**src/rtl/reservation_pkg.sv**
```systemverilog
// Shared types for the block allocator: block id width, counts, FSM states, skid entry.
// Latency: n/a (types and constants only).
// Backpressure: n/a.
package reservation_pkg;

    localparam int BLOCK_COUNT_BITS = 4;
    localparam int BLOCK_COUNT      = 2 ** BLOCK_COUNT_BITS;

    typedef logic [BLOCK_COUNT_BITS-1:0] block_id_t;
    // One extra bit so the count can represent BLOCK_COUNT itself.
    typedef logic [BLOCK_COUNT_BITS:0]   block_cnt_t;

    localparam block_cnt_t FULL_COUNT = block_cnt_t'(BLOCK_COUNT);

    typedef enum logic [1:0] {
        IDLE,
        ALLOC,
        DRAIN
    } alloc_state_e;

    typedef struct packed {
        block_id_t id;
        logic      last;
    } id_entry_t;

endpackage

```
**src/rtl/block_alloc_ctrl_if.sv**
```systemverilog
// Allocation, id-stream and free channels between a client and block_alloc_ctrl.
// Latency: n/a (wires only).
// Backpressure: each channel is valid/ready; master drives requests, slave is the allocator.
interface block_alloc_ctrl_if #(parameter int MAX_BURST = 8);
    import reservation_pkg::*;

    localparam int CNT_W = $clog2(MAX_BURST + 1);

    logic             alloc_req_valid;
    logic             alloc_req_ready;
    logic [CNT_W-1:0] alloc_req_count;
    logic             alloc_err;

    logic             id_valid;
    logic             id_ready;
    block_id_t        id_out;
    logic             id_last;

    logic             free_valid;
    logic             free_ready;
    block_id_t        free_id;
    logic             free_err;

    modport master (
        output alloc_req_valid, alloc_req_count, id_ready, free_valid, free_id,
        input  alloc_req_ready, alloc_err, id_valid, id_out, id_last, free_ready, free_err
    );

    modport slave (
        input  alloc_req_valid, alloc_req_count, id_ready, free_valid, free_id,
        output alloc_req_ready, alloc_err, id_valid, id_out, id_last, free_ready, free_err
    );

endinterface

```
**src/rtl/block_alloc_ctrl_skid.sv**
```systemverilog
// Two-entry valid/ready buffer for {id, last} between the free-list pop and the id consumer.
// Latency: 1 cycle from push to out_vld_o.
// Backpressure: has_space_o drops when both entries are held; out_dat_o stable while stalled.
module id_skid_buffer
    import reservation_pkg::*;
(
    input  logic      clk,
    input  logic      rst,
    input  logic      in_vld_i,
    input  id_entry_t in_dat_i,
    output logic      has_space_o,
    output logic      empty_o,
    output logic      out_vld_o,
    input  logic      out_rdy_i,
    output id_entry_t out_dat_o
);

    id_entry_t  mem_q [2];
    logic       wr_ptr_q;
    logic       rd_ptr_q;
    logic [1:0] cnt_q;
    logic       push;
    logic       pop;

    assign has_space_o = (cnt_q != 2'd2);
    assign empty_o     = (cnt_q == 2'd0);
    assign out_vld_o   = !empty_o;
    assign out_dat_o   = mem_q[rd_ptr_q];
    assign push        = in_vld_i && has_space_o;
    assign pop         = out_vld_o && out_rdy_i;

    // Circular two-slot storage with occupancy count.
    always_ff @(posedge clk) begin
        if (rst) begin
            mem_q[0] <= '0;
            mem_q[1] <= '0;
            wr_ptr_q <= 1'b0;
            rd_ptr_q <= 1'b0;
            cnt_q    <= 2'd0;
        end else begin
            if (push) begin
                mem_q[wr_ptr_q] <= in_dat_i;
                wr_ptr_q        <= !wr_ptr_q;
            end
            if (pop) begin
                rd_ptr_q <= !rd_ptr_q;
            end
            case ({push, pop})
                2'b10:   cnt_q <= cnt_q + 2'd1;
                2'b01:   cnt_q <= cnt_q - 2'd1;
                default: cnt_q <= cnt_q;
            endcase
        end
    end

endmodule

```
**src/rtl/block_alloc_ctrl.sv**
```systemverilog
// All-or-nothing N-block allocator in front of a free-list FIFO; also returns freed ids to it.
// Latency: first pop the cycle after request accept, id_valid one cycle later, then 1 id/cycle.
// Backpressure: request held off outside IDLE; pops stall on full skid; free/pop share one port slot.
module block_alloc_ctrl
    import reservation_pkg::*;
#(
    parameter int MAX_BURST = 8
) (
    input  logic               clk,
    input  logic               rst,
    block_alloc_ctrl_if.slave  bus,
    output logic               fl_enqueue_o,
    output logic               fl_dequeue_o,
    output block_id_t          fl_freed_id_o,
    input  block_id_t          fl_new_id_i,
    input  logic               fl_full_i,
    input  logic               fl_empty_i,
    input  logic               fl_rdy_i,
    output block_cnt_t         free_count_o
);

    localparam int CNT_W = $clog2(MAX_BURST + 1);
    typedef logic [CNT_W-1:0] cnt_t;
    localparam cnt_t MAX_C = cnt_t'(MAX_BURST);

    alloc_state_e state_q;
    cnt_t         remaining_q;
    block_cnt_t   free_count_q;
    block_cnt_t   free_count_d;
    logic         rr_q;          // 1: push wins the next contested slot
    logic         alloc_err_q;
    logic         free_err_q;

    logic         alloc_acc;
    logic         alloc_bad;
    logic         pop_elig;
    logic         push_elig;
    logic         pop_grant;
    logic         free_acc;
    logic         free_drop;
    logic         skid_has_space;
    logic         skid_empty;
    id_entry_t    skid_in;
    id_entry_t    skid_out;

    // Request checks: count must be in range and fully covered by unreserved ids.
    assign alloc_acc = bus.alloc_req_valid && (state_q == IDLE) && !rst;
    assign alloc_bad = (bus.alloc_req_count == '0)
                    || (bus.alloc_req_count > MAX_C)
                    || (block_cnt_t'(bus.alloc_req_count) > free_count_q);

    // Free-list slot arbitration; at most one of push/pop reaches the port per cycle.
    assign pop_elig  = (state_q == ALLOC) && fl_rdy_i && !fl_empty_i && skid_has_space && !rst;
    assign push_elig = bus.free_valid && fl_rdy_i && !rst;
    assign pop_grant = pop_elig && !(push_elig && rr_q);

    // The push slot is open unless a pop is pending and currently holds priority.
    assign bus.free_ready = fl_rdy_i && !rst && !(pop_elig && !rr_q);
    assign free_acc       = bus.free_valid && bus.free_ready;
    assign free_drop      = (free_count_q == FULL_COUNT) || fl_full_i;

    assign fl_enqueue_o  = free_acc && !free_drop;
    assign fl_dequeue_o  = pop_grant;
    assign fl_freed_id_o = bus.free_id;

    assign skid_in.id   = fl_new_id_i;
    assign skid_in.last = (remaining_q == cnt_t'(1));

    assign bus.alloc_req_ready = (state_q == IDLE) && !rst;
    assign bus.alloc_err       = alloc_err_q;
    assign bus.free_err        = free_err_q;
    assign bus.id_out          = skid_out.id;
    assign bus.id_last         = skid_out.last;
    assign free_count_o        = free_count_q;

    id_skid_buffer u_skid (
        .clk         (clk),
        .rst         (rst),
        .in_vld_i    (pop_grant),
        .in_dat_i    (skid_in),
        .has_space_o (skid_has_space),
        .empty_o     (skid_empty),
        .out_vld_o   (bus.id_valid),
        .out_rdy_i   (bus.id_ready),
        .out_dat_o   (skid_out)
    );

    // Reservation happens at accept; an accepted free adds back in the same edge.
    always_comb begin
        free_count_d = free_count_q;
        if (alloc_acc && !alloc_bad) begin
            free_count_d = free_count_d - block_cnt_t'(bus.alloc_req_count);
        end
        if (fl_enqueue_o) begin
            free_count_d = free_count_d + block_cnt_t'(1);
        end
    end

    // Allocation FSM: accept request, pop `remaining` ids, then wait for the skid to empty.
    always_ff @(posedge clk) begin
        if (rst) begin
            state_q     <= IDLE;
            remaining_q <= '0;
            alloc_err_q <= 1'b0;
        end else begin
            alloc_err_q <= alloc_acc && alloc_bad;
            case (state_q)
                IDLE: begin
                    if (alloc_acc && !alloc_bad) begin
                        remaining_q <= bus.alloc_req_count;
                        state_q     <= ALLOC;
                    end
                end
                ALLOC: begin
                    if (pop_grant) begin
                        remaining_q <= remaining_q - cnt_t'(1);
                        if (remaining_q == cnt_t'(1)) begin
                            state_q <= DRAIN;
                        end
                    end
                end
                DRAIN: begin
                    if (skid_empty) begin
                        state_q <= IDLE;
                    end
                end
                default: state_q <= IDLE;
            endcase
        end
    end

    // Free accounting, round-robin pointer and free-error pulse.
    always_ff @(posedge clk) begin
        if (rst) begin
            free_count_q <= FULL_COUNT;
            rr_q         <= 1'b0;
            free_err_q   <= 1'b0;
        end else begin
            free_count_q <= free_count_d;
            free_err_q   <= free_acc && free_drop;
            if (pop_elig && push_elig) begin
                rr_q <= !rr_q;
            end
        end
    end

endmodule

```
**src/flat_wrapper.sv**
```systemverilog
// flat-port wrapper written by rule: the top's interface ports become plain ports
module block_alloc_ctrl_flat import reservation_pkg::*;
#(
    parameter int MAX_BURST = 8
)
  (clk, rst, fl_enqueue_o, fl_dequeue_o, fl_freed_id_o, fl_new_id_i, fl_full_i, fl_empty_i, fl_rdy_i, free_count_o, bus_alloc_req_valid, bus_alloc_req_count, bus_id_ready, bus_free_valid, bus_free_id, bus_alloc_req_ready, bus_alloc_err, bus_id_valid, bus_id_out, bus_id_last, bus_free_ready, bus_free_err);
  block_alloc_ctrl_if #(.MAX_BURST(MAX_BURST)) bus_i ();
  input  logic clk;
  input  logic rst;
  output logic fl_enqueue_o;
  output logic fl_dequeue_o;
  output block_id_t fl_freed_id_o;
  input  block_id_t fl_new_id_i;
  input  logic fl_full_i;
  input  logic fl_empty_i;
  input  logic fl_rdy_i;
  output block_cnt_t free_count_o;
  input wire logic [$bits(bus_i.alloc_req_valid)-1:0] bus_alloc_req_valid;
  input wire logic [$bits(bus_i.alloc_req_count)-1:0] bus_alloc_req_count;
  input wire logic [$bits(bus_i.id_ready)-1:0] bus_id_ready;
  input wire logic [$bits(bus_i.free_valid)-1:0] bus_free_valid;
  input wire logic [$bits(bus_i.free_id)-1:0] bus_free_id;
  output wire logic [$bits(bus_i.alloc_req_ready)-1:0] bus_alloc_req_ready;
  output wire logic [$bits(bus_i.alloc_err)-1:0] bus_alloc_err;
  output wire logic [$bits(bus_i.id_valid)-1:0] bus_id_valid;
  output wire logic [$bits(bus_i.id_out)-1:0] bus_id_out;
  output wire logic [$bits(bus_i.id_last)-1:0] bus_id_last;
  output wire logic [$bits(bus_i.free_ready)-1:0] bus_free_ready;
  output wire logic [$bits(bus_i.free_err)-1:0] bus_free_err;
  assign bus_i.alloc_req_valid = bus_alloc_req_valid;
  assign bus_i.alloc_req_count = bus_alloc_req_count;
  assign bus_i.id_ready = bus_id_ready;
  assign bus_i.free_valid = bus_free_valid;
  assign bus_i.free_id = bus_free_id;
  assign bus_alloc_req_ready = bus_i.alloc_req_ready;
  assign bus_alloc_err = bus_i.alloc_err;
  assign bus_id_valid = bus_i.id_valid;
  assign bus_id_out = bus_i.id_out;
  assign bus_id_last = bus_i.id_last;
  assign bus_free_ready = bus_i.free_ready;
  assign bus_free_err = bus_i.free_err;
  block_alloc_ctrl #(.MAX_BURST(MAX_BURST)) u_core (.clk(clk), .rst(rst), .bus(bus_i), .fl_enqueue_o(fl_enqueue_o), .fl_dequeue_o(fl_dequeue_o), .fl_freed_id_o(fl_freed_id_o), .fl_new_id_i(fl_new_id_i), .fl_full_i(fl_full_i), .fl_empty_i(fl_empty_i), .fl_rdy_i(fl_rdy_i), .free_count_o(free_count_o));
endmodule
```
**config.mk**
```make
export PLATFORM = sky130hd
export DESIGN_NAME = block_alloc_ctrl_flat
export DESIGN_NICKNAME = d
export VERILOG_FILES = /design/src/rtl/reservation_pkg.sv /design/src/rtl/block_alloc_ctrl_if.sv /design/src/rtl/block_alloc_ctrl_skid.sv /design/src/rtl/block_alloc_ctrl.sv /design/src/flat_wrapper.sv
export SDC_FILE = /design/constraint.sdc
export NUM_CORES = 1
export LEC_CHECK = 0
export ABC_AREA = 1
export CORE_MARGIN = 2
export CORE_UTILIZATION = 45
export CTS_CLUSTER_SIZE = 12
export DETAILED_ROUTE_END_ITERATION = 8
export HOLD_SLACK_MARGIN = 0.06
export PLACE_DENSITY = 0.76
export SETUP_SLACK_MARGIN = 0.05
export SLEW_MARGIN = 5
export SYNTH_ARGS = -nofsm -noshare
export SYNTH_HDL_FRONTEND = slang
export SYNTH_HIERARCHICAL = 1
export SYNTH_SLANG_ARGS = --single-unit
```
**constraint.sdc**
```tcl
create_clock -name clk -period 1.7 [get_ports clk]
set_input_delay 0.17 -clock clk [delete_from_list [all_inputs] [get_ports clk]]
set_output_delay 0.17 -clock clk [all_outputs]
set_load 0.01 [all_outputs]
```
==> run metrics, run 1 <==
DR WL/cell=13.9 µm; drt first pass iters=4; simple-gate share of the synthesized area=32.5%; Synth Flop Type=sky130_fd_sc_hd__dfxtp_1; Sinks on Clock Net=29; site row count=23; maximum root-to-sink buffer count=2; vias after detailed routing=1791; net switching power=627 µW; clk_skew=0.00429 ns; final non-filler cell total=360; pin count of the biggest net entering global routing=11; post-route DRC violation count=0; total clock buffers created by CTS=5; maxcap violations=0; Final Hold Violating Endpoints=0; start-to-end type of the worst setup path=flop to flop; setup TNS=-0.520 ns; switching power as a share of total power=32.4%; Setup crit start kind=flop; RD Place Congestion=0.875; number of antenna violations at the first check in global routing=0; count of nets left with antenna violations after detail routing=0; Synth area leaders=sky130_fd_sc_hd__dfxtp_1 (21%), sky130_fd_sc_hd__edfxtp_1 (17%), sky130_fd_sc_hd__nand2_1 (8.5%); final period demand of the worst path=1.77 ns; post-layout net count=337; period utilisation layout=104%; power share of the sequential group=40.9%; RSZ-0062 raised after global routing=true; fraction of the mapped netlist area in compound gates=7.98%; DIE HEIGHT=67.3 µm; worst vdd ir=398 µV; GR met1 Demand/Resource=24.9%; area post-placement=2390 µm²; proportion of netlist area held by the largest area contributor=21.1%; M2 GR Usage=41.2%; element type at the critical path end=flop; cell taking the most area after synthesis=sky130_fd_sc_hd__dfxtp_1; H-tree Lvls=2; portion of total power attributed to combinational logic=29.7%; cell with the most instances after synthesis=sky130_fd_sc_hd__nand2_1; later-pin clock latency in the skew report=0.29 ns; detailed placement HPWL=3190 µm; post-synthesis to final-layout area growth=55.8%; maximum clock frequency=0.564 GHz; share of layout cells above drive strength 1=40.6%; smallest setup slack after layout=-0.0732 ns; Avg Synthesized Cell Area=7.65 µm²; R2R setup slack=-0.07 ns; number of warnings reported in the yosys synthesis log=6; Hold WC Path Type=input pin to primary output; max-slew violations=0; internal portion of total power=1310 µW; Post-Route WL=5000 µm; initial drt markers=128; count of different cell masters after synthesis=32; arithmetic-cell share of the synthesized area counting full adders, half adders and majority gates=5.96%; clock transition at the register clock pins on the worst setup and hold paths after CTS=0.06 ns; via count of the first global-routing pass=1708; Std-Cell Core Area=3940 µm²; dominant combinational cell family by area after synthesis=simple AND/OR/NAND/NOR gates; final total power=1930 µW; slew at the pin closest to its max-slew limit=0.347 ns; nets in the synthesized netlist=264; post-synthesis instance total=236; most numerous cell types in the synthesized netlist=sky130_fd_sc_hd__nand2_1 (41), sky130_fd_sc_hd__nor2_1 (39), sky130_fd_sc_hd__inv_1 (34), sky130_fd_sc_hd__dfxtp_1 (19), sky130_fd_sc_hd__o21ai_0 (11); cell area after synthesis=1800 µm²; count of pins on the block boundary=41; met3 usage=4.67%; first-pass GRT wire length=7660 µm; number of antenna repair diodes=0; number of flip-flops and latches in the synthesized netlist=29; multiplexer area fraction after synthesis=3.12%; critical path fanouts, max=2; initial cell density of the core=45.8%; data required time of the worst path=1.87 ns; count of port buffers added during placement=32; final number of setup-violating endpoints=9; Fill cells=287; CP arrival=1.95 ns; parity-gate share of the synthesized area counting xor and xnor cells=1.94%; post-route cell area=2810 µm²; CTS tree=built; clk root buf=sky130_fd_sc_hd__clkbuf_8; Vias/cell=4.98; proportion of synthesized flip-flops having asynchronous set or reset=0%; die area=4530 µm²; Leakage=0.00129 µW; Congestion Overflow GR=0; most used routing layer=met2; placed cell count=341; worst relative slew slack=76.8%; run status=finished, violations left; failing checks=negative setup slack; part of the Yosys area used for sequential elements=37.7%; final standard cell utilization of the core=71.3%; count of flip-flops with a built-in enable after synthesis=10; x dimension of the die=67.3 µm; share of power burned in the clock network=29.4%; combined global-route utilization of all metal layers=22.9%; Pwr per Cell Area=688 nW/µm²
## power by group through the flow
| stage | Combinational [µW] | Sequential [µW] | Clock [µW] |
|---|---|---|---|
| floorplan | 284 | 802 | 0 |
| global placement | 466 | 802 | 0 |
| detailed placement | 476 | 805 | 0 |
| CTS | 522 | 791 | 575 |
| global route | 629 | 797 | 608 |
| finish | 575 | 792 | 568 |
## metal layers
metal	share of wire [%]	wire [µm]	up-vias
met4	2.9	146	0
met2	55	2770	37
met3	3.4	168	13
li1	-	-	886
met1	38	1920	855
met5	0	0	-
## path summary, 6_finish.rpt
| kind | start | to | cells past startpoint |
|---|---|---|---|
| worst max-delay path | u_core/free_count_o[0] | u_core/free_count_o[4] | 11 |
| worst min-delay path | bus_free_id[3] | fl_freed_id_o[3] | 0 |
| worst max register to register | u_core/free_count_o[0] | u_core/free_count_o[4] | 11 |
| worst min register to register | u_core/state_q[0] | u_core/state_q[0] | 2 |
## timing repair
action,CTS,global route
endpoints found under the setup margin,34,33
setup buffers,6,5
hold buffers,0,0
gates resized for setup,48,36
pin swaps,23,17
## stage by stage
step           setup slack, ns  hold WS, ns
2_1_floorplan          0.00283        0.234
3_3_place_gp            -0.398        0.340
3_5_place_dp            -0.424        0.340
4_1_cts                -0.0312        0.340
5_1_grt                 -0.200        0.340
6_report               -0.0732        0.340
## final cells by class
cell class	count	area (µm²)	share of cell area, %
clock buffer	5	68.8	2.45
clock inverter	3	17.5	0.623
inverter	42	166	5.92
multi-input combinational	160	1180	42.1
sequential	29	693	24.7
tap	50	62.6	2.23
timing repair buffer	71	619	22.0
## registers in the layout, indices dropped and copies added (netlist names), named ones only
name / cells
u_core/u_skid/cnt_q: 2
u_core/rr_q: 1
u_core/bus.free_err: 1
u_core/u_skid/wr_ptr_q: 1
u_core/state_q: 2
u_core/u_skid/mem_q: 10
u_core/remaining_q: 4
u_core/free_count_o: 5
u_core/u_skid/rd_ptr_q: 1
u_core/bus.alloc_err: 1
## placed cells by master, fill, tap and decap left out, types with 2 or more instances in the layout
cell type                         instances
sky130_fd_sc_hd__nand4_1                  6
sky130_fd_sc_hd__nand2_2                 14
sky130_fd_sc_hd__buf_6                    4
sky130_fd_sc_hd__a21oi_1                  9
sky130_fd_sc_hd__nand3_4                  5
sky130_fd_sc_hd__clkbuf_8                 5
sky130_fd_sc_hd__inv_2                   10
sky130_fd_sc_hd__inv_4                    3
sky130_fd_sc_hd__o21ai_0                  6
sky130_fd_sc_hd__ha_4                     5
sky130_fd_sc_hd__dfxtp_4                  2
sky130_fd_sc_hd__nand2_4                  7
sky130_fd_sc_hd__inv_1                   28
sky130_fd_sc_hd__nand3_1                  7
sky130_fd_sc_hd__nor2_1                  28
sky130_fd_sc_hd__nor2_2                   2
sky130_fd_sc_hd__dlymetal6s2s_1           3
sky130_fd_sc_hd__ha_1                     2
sky130_fd_sc_hd__dfxtp_1                 13
sky130_fd_sc_hd__nor2_4                  15
sky130_fd_sc_hd__xor2_1                   2
sky130_fd_sc_hd__clkinv_2                 3
sky130_fd_sc_hd__edfxtp_1                10
sky130_fd_sc_hd__buf_4                   35
sky130_fd_sc_hd__o21ai_1                  5
sky130_fd_sc_hd__clkdlybuf4s50_1         19
sky130_fd_sc_hd__nor3_1                   3
sky130_fd_sc_hd__dlygate4sd2_1            9
sky130_fd_sc_hd__nand2_1                 29
sky130_fd_sc_hd__mux2_2                   5
sky130_fd_sc_hd__dfxtp_2                  4
## critical path, stage by stage (launching register included)
cell                      delay, ns
sky130_fd_sc_hd__dfxtp_2       0.34
sky130_fd_sc_hd__inv_2         0.06
sky130_fd_sc_hd__ha_4          0.16
sky130_fd_sc_hd__fa_2          0.39
sky130_fd_sc_hd__xnor2_2       0.16
sky130_fd_sc_hd__nand4_1       0.14
sky130_fd_sc_hd__nand2_2       0.10
sky130_fd_sc_hd__inv_2         0.05
sky130_fd_sc_hd__nor2_4        0.08
sky130_fd_sc_hd__nand2_2       0.06
sky130_fd_sc_hd__nand2_1       0.05
sky130_fd_sc_hd__nand3_1       0.06
## logic make-up (layout without fill, tap and decap cells)
kind of cell / count (synthesis) / after routing
buffers and inverters: 47 / 121
AND/OR/NAND/NOR: 118 / 118
adder cells (fa/ha/maj): 8 / 8
multiplexers: 5 / 5
flip-flops: 29 / 29
AO/OA/AOI/OAI: 25 / 25
XOR/XNOR: 4 / 4
Note: power is estimated with default switching activity, not from simulation.
==> run 2, diff against run 1 <==
Settings changed: CAP_MARGIN set to 20, REMOVE_ABC_BUFFERS set to 1.
==> run metrics, run 2 (synthesis results as in run 1) <==
minimum hold slack=0.340 ns (+0.0000470 ns); Congestion Overflow GR=0 (unchanged); maxcap violations=0 (unchanged); start-to-end type of the worst setup path=flop to flop; reg-to-reg critical path startpoint=u_core/free_count_o[0]; maximum root-to-sink buffer count=2 (unchanged); final period demand of the worst path=1.82 ns (+0.0503 ns); Critical R2R Capture=u_core/free_count_o[4]; count of nets left with antenna violations after detail routing=0 (unchanged); clk root buf=sky130_fd_sc_hd__clkbuf_8; CTS tree=built; list of cells traversed by the critical path=inv_4 > ha_4 > fa_2 > xnor2_2 > nand4_1 > nand2_2 > inv_2 > nor2_4 > nand2_2 > nand2_1 > nand3_1; detailed placement HPWL=3050 µm (-4.2%); portion of total power attributed to combinational logic=26.4% (-3.3 points); Final Hold Violating Endpoints=0 (unchanged); maximum clock frequency=0.548 GHz (-2.8%); failing checks=negative setup slack; worst relative slew slack=75.3% (-1.5 points); DR WL/cell=13.7 µm (-1.3%); count of pins on the block boundary=41 (unchanged); x dimension of the die=67.3 µm (unchanged); Setup crit start kind=flop; switching power as a share of total power=27.9% (-4.5 points); share of power burned in the clock network=38.4% (+9.0 points); share of layout cells above drive strength 1=38.7% (-1.9 points); clk_skew=0.00368 ns (-0.000614 ns); internal portion of total power=1620 µW (+24%); site row count=23 (unchanged); smallest setup slack after layout=-0.124 ns (-0.0503 ns); period utilisation layout=107% (+3.0 points); family with the most delay on the worst path=simple AND/OR/NAND/NOR gates; initial drt markers=91 (-29%); count of hold-fix buffers inserted at cts=0 (unchanged); R2R setup slack=-0.12 ns (-0.05 ns); Worst Hold Path Cells=0 (unchanged); library cell contributing the largest single delay on the critical path=sky130_fd_sc_hd__fa_2; worst vdd ir=542 µV (+36%); max-slew violations=0 (unchanged); pin count of the biggest net entering global routing=11 (unchanged); commonest non-fill, non-tap cells in the layout=sky130_fd_sc_hd__buf_4 (38), sky130_fd_sc_hd__nor2_1 (34), sky130_fd_sc_hd__nand2_1 (30); H-tree Lvls=2 (unchanged); later-pin clock latency in the skew report=0.28 ns (about the same); run status=finished, violations left; number of flip-flops in the largest register=10 (unchanged); first-pass GRT wire length=7580 µm (-1.1%); Sinks on Clock Net=29 (unchanged); total clock buffers created by CTS=5 (unchanged); post-synthesis to final-layout area growth=55.4%; post-layout net count=337 (unchanged); number of antenna violations at the first check in global routing=0 (unchanged); vias after detailed routing=1811 (+1.1%); Std-Cell Core Area=3940 µm² (unchanged); final number of setup-violating endpoints=6 (-3); via count of the first global-routing pass=1794 (+5.0%); DIE HEIGHT=67.3 µm (unchanged); leading cell type in the layout, fill and taps excluded=sky130_fd_sc_hd__buf_4; drt first pass iters=4 (unchanged); net switching power=626 µW (-0.20%); clock transition at the register clock pins on the worst setup and hold paths after CTS=0.07 ns (about the same); Reg2Reg Depth=11 (unchanged); delay contributed by the slowest stage of the critical path=0.38 ns (about the same); initial cell density of the core=45.8% (unchanged); post-route DRC violation count=0 (unchanged); Post-Route WL=4940 µm (-1.3%); power share of the sequential group=35.2% (-5.7 points); setup TNS=-0.353 ns (+0.167 ns); Pwr per Cell Area=801 nW/µm² (+16%); number of antenna repair diodes=0 (unchanged); Leakage=0.00129 µW (+0.23%); Hold WC Path Type=input pin to primary output; critical path fanouts, max=2 (unchanged); slew at the pin closest to its max-slew limit=0.369 ns (+0.0222 ns); hold wc startpoint=bus_free_id[2]; Vias/cell=5.03 (+1.1%); RD Place Congestion=0.861 (-1.7%); combined global-route utilization of all metal layers=22.3% (-0.60 points); RSZ-0062 raised after global routing=true; most numerous cell on the critical path=sky130_fd_sc_hd__nand2_2; register bank with the most flops=u_core/u_skid/mem_q; CP arrival=2.00 ns (+0.05 ns); worst path buffer plus inverter count=2 (unchanged); count of port buffers added during placement=32 (unchanged); Hold EP=fl_freed_id_o[2]; die area=4530 µm² (unchanged); data required time of the worst path=1.87 ns (about the same); element type at the critical path end=flop
==> run 2: cell count changes in the layout (fill, tap and decap cells not counted), moves of 2 or more <==
cell and change:
sky130_fd_sc_hd__nor2_1 +6, sky130_fd_sc_hd__clkinv_2 -2, sky130_fd_sc_hd__bufinv_16 +2, sky130_fd_sc_hd__dlygate4sd2_1 -2
sky130_fd_sc_hd__nor2_4 -5, sky130_fd_sc_hd__buf_4 +3, sky130_fd_sc_hd__buf_6 -2
==> run 2: routing by layer <==
layer	wire length, µm	part of all wire (%)	global-route usage, %
met5	0	0	0
met2	2540	51	40.6
met1	1950	39	23.1
met3	219	4.4	5.67
met4	231	4.7	12.5
==> run 2: layout make-up <==
cell class / instances / area, µm²
fill: 289 / 1140
clock buffer: 5 / 68.8
clock inverter: 3 / 65.1
multi-input combinational: 160 / 1140
inverter: 42 / 165
timing repair buffer: 71 / 617
tap: 50 / 62.6
sequential: 29 / 689
==> run 2: worst register-to-register path, stage by stage, from the launching register on <==
cell	delay [ns]
sky130_fd_sc_hd__dfxtp_2	0.35
sky130_fd_sc_hd__inv_4	0.05
sky130_fd_sc_hd__ha_4	0.16
sky130_fd_sc_hd__fa_2	0.38
sky130_fd_sc_hd__xnor2_2	0.17
sky130_fd_sc_hd__nand4_1	0.13
sky130_fd_sc_hd__nand2_2	0.11
sky130_fd_sc_hd__inv_2	0.06
sky130_fd_sc_hd__nor2_4	0.12
sky130_fd_sc_hd__nand2_2	0.07
sky130_fd_sc_hd__nand2_1	0.06
sky130_fd_sc_hd__nand3_1	0.06
==> run 2: worst max path at each step <==
stage / start / endpoint / slack, ns / depth (start not counted)
3_3_place_gp: bus_alloc_req_count[0] / u_core/free_count_o[4] / -0.40 / 11
3_5_place_dp: bus_alloc_req_count[2] / u_core/free_count_o[4] / -0.46 / 14
2_1_floorplan: u_core/u_skid/cnt_q[0] / u_core/u_skid/cnt_q[1] / -0.17 / 13
5_1_grt: u_core/free_count_o[0] / u_core/free_count_o[4] / -0.18 / 14
4_1_cts: u_core/free_count_o[1] / u_core/free_count_o[4] / -0.04 / 12
6_report: u_core/free_count_o[0] / u_core/free_count_o[4] / -0.12 / 11
==> run 2: power groups by stage <==
stage	clock (µW)	sequential (µW)	combinational, µW
4_1_cts	872	789	521
2_1_floorplan	0	800	267
3_3_place_gp	0	799	458
3_5_place_dp	0	801	467
5_1_grt	902	795	640
6_report	863	791	592
==> run 2: timing repair <==
action,CTS,global route
resized for setup,49,30
endpoints found under the setup margin,40,30
endpoints found under the hold margin,0,0
setup buffers,8,3
pin swaps,18,17
==> run 2: stage by stage <==
| step | setup WS, ns | std cells | area [µm²] | power (µW) | utilization, % |
|---|---|---|---|---|---|
| detailed placement | -0.464 | 341 | 2360 | 1270 | 59.9 |
| global route | -0.182 | 360 | 2800 | 2340 | 71.1 |
| global placement | -0.404 | 341 | 2360 | 1260 | 59.9 |
| finish | -0.124 | 360 | 2800 | 2250 | 71.1 |
| CTS | -0.0391 | 357 | 2690 | 2180 | 68.2 |
| floorplan | -0.168 | 231 | 1770 | 1070 | - |
